[config.mk]
export PLATFORM = sky130hd
export DESIGN_NAME = trig_seq_ctrl
export DESIGN_NICKNAME = d
export VERILOG_FILES = /design/src/rtl/trig_seq_ctrl.sv
export SDC_FILE = /design/constraint.sdc
export NUM_CORES = 1
export LEC_CHECK = 0
export ABC_AREA = 1
export ABC_CLOCK_PERIOD_IN_PS = 2200
export CAP_MARGIN = 25
export CORE_AREA = 2 2 161 163
export DETAILED_ROUTE_END_ITERATION = 8
export DIE_AREA = 0 0 163 165
export PLACE_DENSITY = 0.61
export SYNTH_ARGS = -nofsm -noshare
export SYNTH_HDL_FRONTEND = slang
export SYNTH_SLANG_ARGS = --single-unit
export TNS_END_PERCENT = 100
[constraint.sdc]
create_clock -name clk -period 2.2 [get_ports clk]
set_input_delay 0.44 -clock clk [delete_from_list [all_inputs] [get_ports clk]]
set_output_delay 0.44 -clock clk [all_outputs]
set_load 0.02 [all_outputs]
[src/rtl/trig_seq_ctrl.sv]
// Multi-stage bus trigger sequencer: up to four patterns matched in order,
// with a per-stage timeout that restarts the sequence from stage 0.
module trig_seq_ctrl #(
    parameter int WIDTH = 32,
    parameter int TO_W  = 16
) (
    input  logic             clk,
    input  logic             reset,
    input  logic             cfg_we,
    input  logic [1:0]       cfg_idx,
    input  logic [WIDTH-1:0] cfg_data,
    input  logic [1:0]       cfg_last,
    input  logic [TO_W-1:0]  stage_to,
    input  logic             arm,
    input  logic             bus_valid,
    input  logic [WIDTH-1:0] bus_data,
    output logic             trigger,
    output logic             timeout_evt,
    output logic [1:0]       state,
    output logic [1:0]       stage
);

    typedef enum logic [1:0] {
        S_IDLE  = 2'd0,
        S_WAIT0 = 2'd1,
        S_SEQ   = 2'd2,
        S_DONE  = 2'd3
    } st_t;

    localparam logic [TO_W-1:0] ONE = TO_W'(1);

    st_t             st;
    logic [WIDTH-1:0] pat [4];
    logic [1:0]      last_r;
    logic [TO_W-1:0] to_r;
    logic [TO_W-1:0] cnt;
    logic [1:0]      stg;
    logic            trig_r;
    logic            to_evt_r;
    logic            hit;
    logic            to_hit;

    assign hit    = bus_valid && (bus_data == pat[stg]);
    assign to_hit = (to_r != '0) && (cnt == to_r - ONE);

    // Patterns are only writable while idle so a running sequence is stable.
    always_ff @(posedge clk or negedge reset) begin
        if (!reset) begin
            for (int i = 0; i < 4; i++) pat[i] <= '1;
        end else if (cfg_we && st == S_IDLE) begin
            pat[cfg_idx] <= cfg_data;
        end
    end

    always_ff @(posedge clk or negedge reset) begin
        if (!reset) begin
            st       <= S_IDLE;
            stg      <= 2'd0;
            cnt      <= '0;
            trig_r   <= 1'b0;
            to_evt_r <= 1'b0;
            last_r   <= 2'd0;
            to_r     <= '0;
        end else begin
            trig_r   <= 1'b0;
            to_evt_r <= 1'b0;
            if (!arm) begin
                st  <= S_IDLE;
                stg <= 2'd0;
                cnt <= '0;
            end else begin
                unique case (st)
                    S_IDLE: begin
                        st     <= S_WAIT0;
                        stg    <= 2'd0;
                        cnt    <= '0;
                        last_r <= cfg_last;
                        to_r   <= stage_to;
                    end
                    S_WAIT0: begin
                        if (hit) begin
                            cnt <= '0;
                            if (last_r == 2'd0) begin
                                st     <= S_DONE;
                                trig_r <= 1'b1;
                            end else begin
                                st  <= S_SEQ;
                                stg <= 2'd1;
                            end
                        end
                    end
                    S_SEQ: begin
                        // A match in the timeout cycle takes precedence.
                        if (hit) begin
                            cnt <= '0;
                            if (stg == last_r) begin
                                st     <= S_DONE;
                                trig_r <= 1'b1;
                            end else begin
                                stg <= stg + 2'd1;
                            end
                        end else if (to_hit) begin
                            st       <= S_WAIT0;
                            stg      <= 2'd0;
                            cnt      <= '0;
                            to_evt_r <= 1'b1;
                        end else if (cnt != '1) begin
                            cnt <= cnt + ONE;
                        end
                    end
                    S_DONE: begin
                        st <= S_DONE;
                    end
                endcase
            end
        end
    end

    assign trigger     = trig_r;
    assign timeout_evt = to_evt_r;
    assign state       = st;
    assign stage       = stg;

endmodule

**Yosys cells after proc, flatten, opt, wreduce, memory -nomap -nowiden**

Cells that the tools add are included.

- Register bits after elaboration: 168
- Logic and storage cells: 80

- Add/subtract/negate cells: 3
- Magnitude comparators: 3
- Equality and inequality tests: 14
- Mux-type cells: 36
- Bitwise gates (word level): 2
- Reduce and logical (&&, ||, !) cells: 11

Operators with widths:

| cell | number |
|---|---|
| bitwise mux 128 bit | 1 |
| 2-to-1 mux 32 bit | 3 |
| 2-to-1 mux 16 bit | 5 |
| binary-select mux 32 bit (select 2 bit) | 1 |
| demux 32 bit (select 2 bit) | 1 |
| one-hot mux 16 bit (3 select lines) | 1 |
| == test 32 bit | 1 |
| 2-to-1 mux 2 bit | 11 |
| adder 16 x 1 -> 16 bit (second input constant) | 1 |
| == test 16 bit | 1 |
| != test 16 bit (second input constant) | 1 |
| nonzero test 16 bit | 1 |
| subtractor 16 x 1 -> 16 bit (second input constant) | 1 |
| != test 4 bit (second input constant) | 3 |
| 2-to-1 mux 1 bit | 10 |
| one-hot mux 2 bit (4 select lines) | 1 |
| >= comparator 3 bit (second input constant) | 2 |
| != test 3 bit (second input constant) | 2 |
| inverter 2 -> 3 bit | 2 |
| one-hot mux 2 bit (3 select lines) | 1 |
| AND reduction 3 bit | 2 |
| != test 5 bit (second input constant) | 1 |
| AND reduction 5 bit | 1 |
| == test 2 bit (second input constant) | 2 |
| other kinds (9) | 13 |

**Depth between registers and ports, before layout**

- Word-level depth: 9
- Depth in mapped cells: 21
- Mapped depth without buffers: 18

**Least setup slack after synthesis**

No wires, ideal clock.

- Kind: flip-flop to flip-flop
- From: register stg[0] (netlist: stage[0])
- To: register cnt[11]
- Data arrival time: 2.128 ns
- Data required time: 2.083 ns
- Path slack: -0.045 ns
- Cell stages (with the launch flop): 21
- Period minus slack after synthesis: 2.245 ns
- Cells stage by stage: dfrtp_1 > buf_6 > inv_2 > buf_6 > buf_6 > nand2_1 > nand3_1 > nand2_1 > nand2_1 > nand2_1 > nor2_1 > nand3_2 > nor2_2 > nand3_4 > nand3_2 > nand2_2 > clkinv_4 > nand2_4 > buf_6 > nand2_1 > nand2_1

- Word-level cells in the longest chain between the ends: 9

Ends and longest elaborated chain:

| what | RTL line | RTL |
|---|---|---|
| start, declared | 37 | `logic [1:0] stg;` |
| start signal, assigned | 100 | `stg <= stg + 2'd1;` |
| inverter 2 -> 3 bit (not written as such) * | 43 | `assign hit = bus_valid && (bus_data == pat[stg]);` |
| binary-select mux 32 bit (select 2 bit) * | 43 |  |
| 2-to-1 mux 32 bit (not written as such) * (2 in a row) | 43 |  |
| == test 32 bit * | 43 |  |
| logical AND 1 bit * | 43 |  |
| 2-to-1 mux 16 bit | 94 | `if (hit) begin` |
| one-hot mux 16 bit (3 select lines) | 72 | `unique case (st)` |
| 2-to-1 mux 16 bit | 67 | `if (!arm) begin` |
| end signal, assigned | 108 | `cnt <= cnt + ONE;` |
| end, declared | 36 | `logic [TO_W-1:0] cnt;` |

Mark *: on every way between the ends. The rest lies on a longest branch, timed or not. The select of a mux whose other input is x is not followed.
A chain may end at the register's enable or synchronous reset.

**Worst setup path in the final report**

- From: register stg[0] (netlist: stage[0])
- To: register cnt[13]

The elaborated chain is that of the path after synthesis.

==> impl_metrics.yaml <==
status:
  outcome: "finished with violations"
  violations: "negative setup slack"
sta:
  finalSetupViolations: 22
  whs_ps: 482
  period_share_pct: 111
  worst_pin_slew_ps: 392
  fin_skew_ps: 10.7
  slew_headroom_pct: 73.9
  rsz0062_at_grt: "yes"
  fin_ws_ps: -238
  hold_viol: 0
  fin_crit_ps: 2440
  report.final.slew_viol_count: 0
  fmax_ghz: 0.410
worst_setup_path:
  startpoint_type: "flop"
  cp.required_ps: 2530
  worstPathCellList: "clkinv_4 -> buf_6 -> clkbuf_16 -> nand2_1 -> nand3_2 -> nand3b_1 -> nand2_1 -> inv_1 -> nand2_1 -> nor2_1 -> nand2_1 -> nor2_2 -> nand3_4 -> nand3_4 -> nand2_4 -> clkinv_4 -> nand2_8 -> nand2_1 -> nand2_1"
  end_kind: "flop"
  critPathKind: "reg2reg"
  critPathTopFamily: "simple AND/OR/NAND/NOR gates"
  crit_top_cell: "nand2_1"
  arrival_ps: 2770
  crit_buf_inv: 5
  crit_slowest_cell: "dfrtp_2"
  cp_max_fo: 16
  cpPeakStageDelay_ps: 460
power_and_ir_drop:
  power_leakage_uw: 0.00594
  peakVddDrop_mv: 0.502
  powerDensity_nw_per_um2: 1180
layout:
  syn_to_final_growth_pct: 29.1
  drive_gt1_share_pct: 22.2
  antenna_cells: 0
  final.fill_count: 2410
  nNetsFinal: 1626
  final_area_um2: 12800
  postLayoutCoreUtil_pct: 51.2
drt:
  wl_per_cell_um: 15.2
  totalWireLength_mm: 28.5
  drtPass1Iterations: 5
  drcViolationCount: 0
  ant_nets: 0
  viasPerCell: 4.97
  drtIter0Drc: 684
  vias: 9304
synthesis:
  ys_warn_count: 0
  ys_seq_elements: 168
  synth_cell_types: 37
  synth_cells: 1373
  syn_area_um2: 9940
  avgSynthCellArea_um2: 7.24
  synthesis.nets: 1469
  synth_top_cell_area_share_pct: 33.8
  netlist_top_cells_area: "dfstp_2, nand2_1, dfrtp_1"
  synth_area_leader_cell: "dfstp_2"
  seq_area_frac_synth_pct: 43.9
floorplan:
  core_region_area_um2: 25000
  num_rows: 58
  die_area_um2: 26900
  num_io_pins: 95
  initial_utilization_pct: 39.7
  die_h_um: 165
  die_w_um: 163
placed_design:
  pre_cts_slack_ps: -213
  placed_cell_area_um2: 11900
  portBuffers: 94
  gp_routability_congestion: 0.895
  hpwlAfterDp_mm: 19.3
cts:
  ctsLongestPathBuffers: 2
  cts_buffers: 17
  cts_tree: "done"
  clock_latency_ps: 440
  path_clk_slew_ps: 70
  cts.sinks: 168
  cts-root-buf: "clkbuf_16"
  h-tree-depth: 4
global_routing:
  track_usage_pct: 21.8
  antenna_found_initial: 0
  grt_pass1_wl_mm: 46.2
  grt_max_degree: 73
  gr-total-overflow: 0
  grt_pass1_vias: 8976
worst_hold_path:
  hold_class: "in2async"
flow_run:
  max_cap_violations: 0
-- power breakdown --
group | switching, uW | internal, uW
Combinational | 3530 | 2710
Sequential | 773 | 5130
Clock | 1400 | 1630
Total | 5700 | 9470
-- cell usage after synthesis, drive strengths merged --
library cell / number
o21ai: 104
a22oi: 1
nand3b: 24
nand4: 33
dfrtp: 40
nor2: 134
clkbuf: 35
mux2: 7
buf: 27
or2: 2
nand3: 142
or3: 1
dfstp: 128
and3: 1
xor2: 24
a21oi: 45
and2: 1
nand2: 482
clkinv: 1
inv: 110
ha: 7
nor3: 13
xnor2: 6
nor4: 5
-- cell families after synthesis --
group / Yosys count / share of synthesized area (%)
muxes: 7 / 0.793
and+or+nand+nor: 838 / 36.5
DFF: 168 / 43.9
AOI/OAI and AO/OA: 150 / 7.58
adders and majority gates: 7 / 0.881
xor gates and xnor gates: 30 / 2.72
buffers and inverters: 173 / 7.64
-- metrics by stage --
step                      cells  total power, uW  TNS [ps]
after floorplan            1373             9650     -84.5
after global placement     1833            11600     -2940
after detailed placement   1833            11700     -3500
after CTS                  1867            15000     -2410
after global routing       1873            16400     -7410
final                      1873            15200     -4530
-- state kept, by name, summed over array words and instances, names as in the netlist --
name and count:
to_r 16, last_r 2, timeout_evt 1, state 2, stage 2, cnt 16
trigger 1, pat 128
-- path summary, 6_finish.rpt --
path | from | end | slack, ps | cells after the start
worst max-delay path | stage[0]$_DFFE_PN0P_ | cnt[13]$_DFFE_PN0P_ | -240 | 19
worst min-delay path | reset | last_r[1]$_DFFE_PN0P_ | 480 | 2
worst max register to register | stage[0]$_DFFE_PN0P_ | cnt[13]$_DFFE_PN0P_ | -240 | 19
worst min register to register | pat[99]$_DFFE_PN1P_ | pat[99]$_DFFE_PN1P_ | 490 | 2
max in group asynchronous | reset | pat[125]$_DFFE_PN1P_ | 990 | 3
min in group clk | pat[99]$_DFFE_PN1P_ | pat[99]$_DFFE_PN1P_ | 490 | 2
-- cells in the final DEF, fill, tap and decap left out, types with 2 or more instances in the layout --
| cell type | n |
|---|---|
| clkdlybuf4s50_1 | 91 |
| nand3_4 | 2 |
| nor4_1 | 4 |
| clkinv_4 | 6 |
| clkbuf_16 | 19 |
| xor2_1 | 23 |
| nor2_4 | 4 |
| nand2_8 | 2 |
| o21ai_0 | 103 |
| inv_6 | 3 |
| dfrtp_1 | 39 |
| nand3_1 | 118 |
| nand2_2 | 16 |
| buf_12 | 14 |
| nor2_2 | 11 |
| nand2_1 | 462 |
| inv_2 | 3 |
| inv_1 | 106 |
| mux2_2 | 7 |
| dfstp_2 | 128 |
| xnor2_1 | 6 |
| nor2_1 | 120 |
| buf_4 | 77 |
| nand3_2 | 22 |
| nand3b_1 | 24 |
| buf_6 | 10 |
| nor3_1 | 12 |
| or2_2 | 2 |
| inv_8 | 3 |
| nand2_4 | 2 |
| ha_1 | 7 |
| nand4_1 | 33 |
| a21oi_1 | 45 |
-- layer usage --
layer / wire length (um) / up-vias / global-route usage [%]
li1: - / 4737 / -
met1: 13600 / 4319 / 30.4
met2: 13400 / 224 / 35.9
met3: 1190 / 24 / 2.84
met4: 349 / 0 / 5.39
met5: 0 / - / 0
-- layout make-up --
| cell class | instances | area (um2) | share of cell area [%] |
|---|---|---|---|
| clock buffer | 19 | 443 | 3.45 |
| clock inverter | 13 | 138 | 1.07 |
| inverter | 111 | 427 | 3.33 |
| multi-input combinational | 1033 | 5040 | 39.3 |
| sequential | 168 | 4370 | 34.0 |
| tap | 330 | 413 | 3.22 |
| timing repair buffer | 199 | 2010 | 15.6 |
-- timing repair --
item / 4_1_cts / 5_1_grt
pin swaps: 18 / 16
hold buffers: 1 / 0
endpoints found under the hold margin: 23 / 0
resized for setup: 29 / 36
setup buffers: 0 / 3
gates cloned: 1 / 4
setup endpoints to repair: 23 / 23
(Power assumes the default switching activity.)
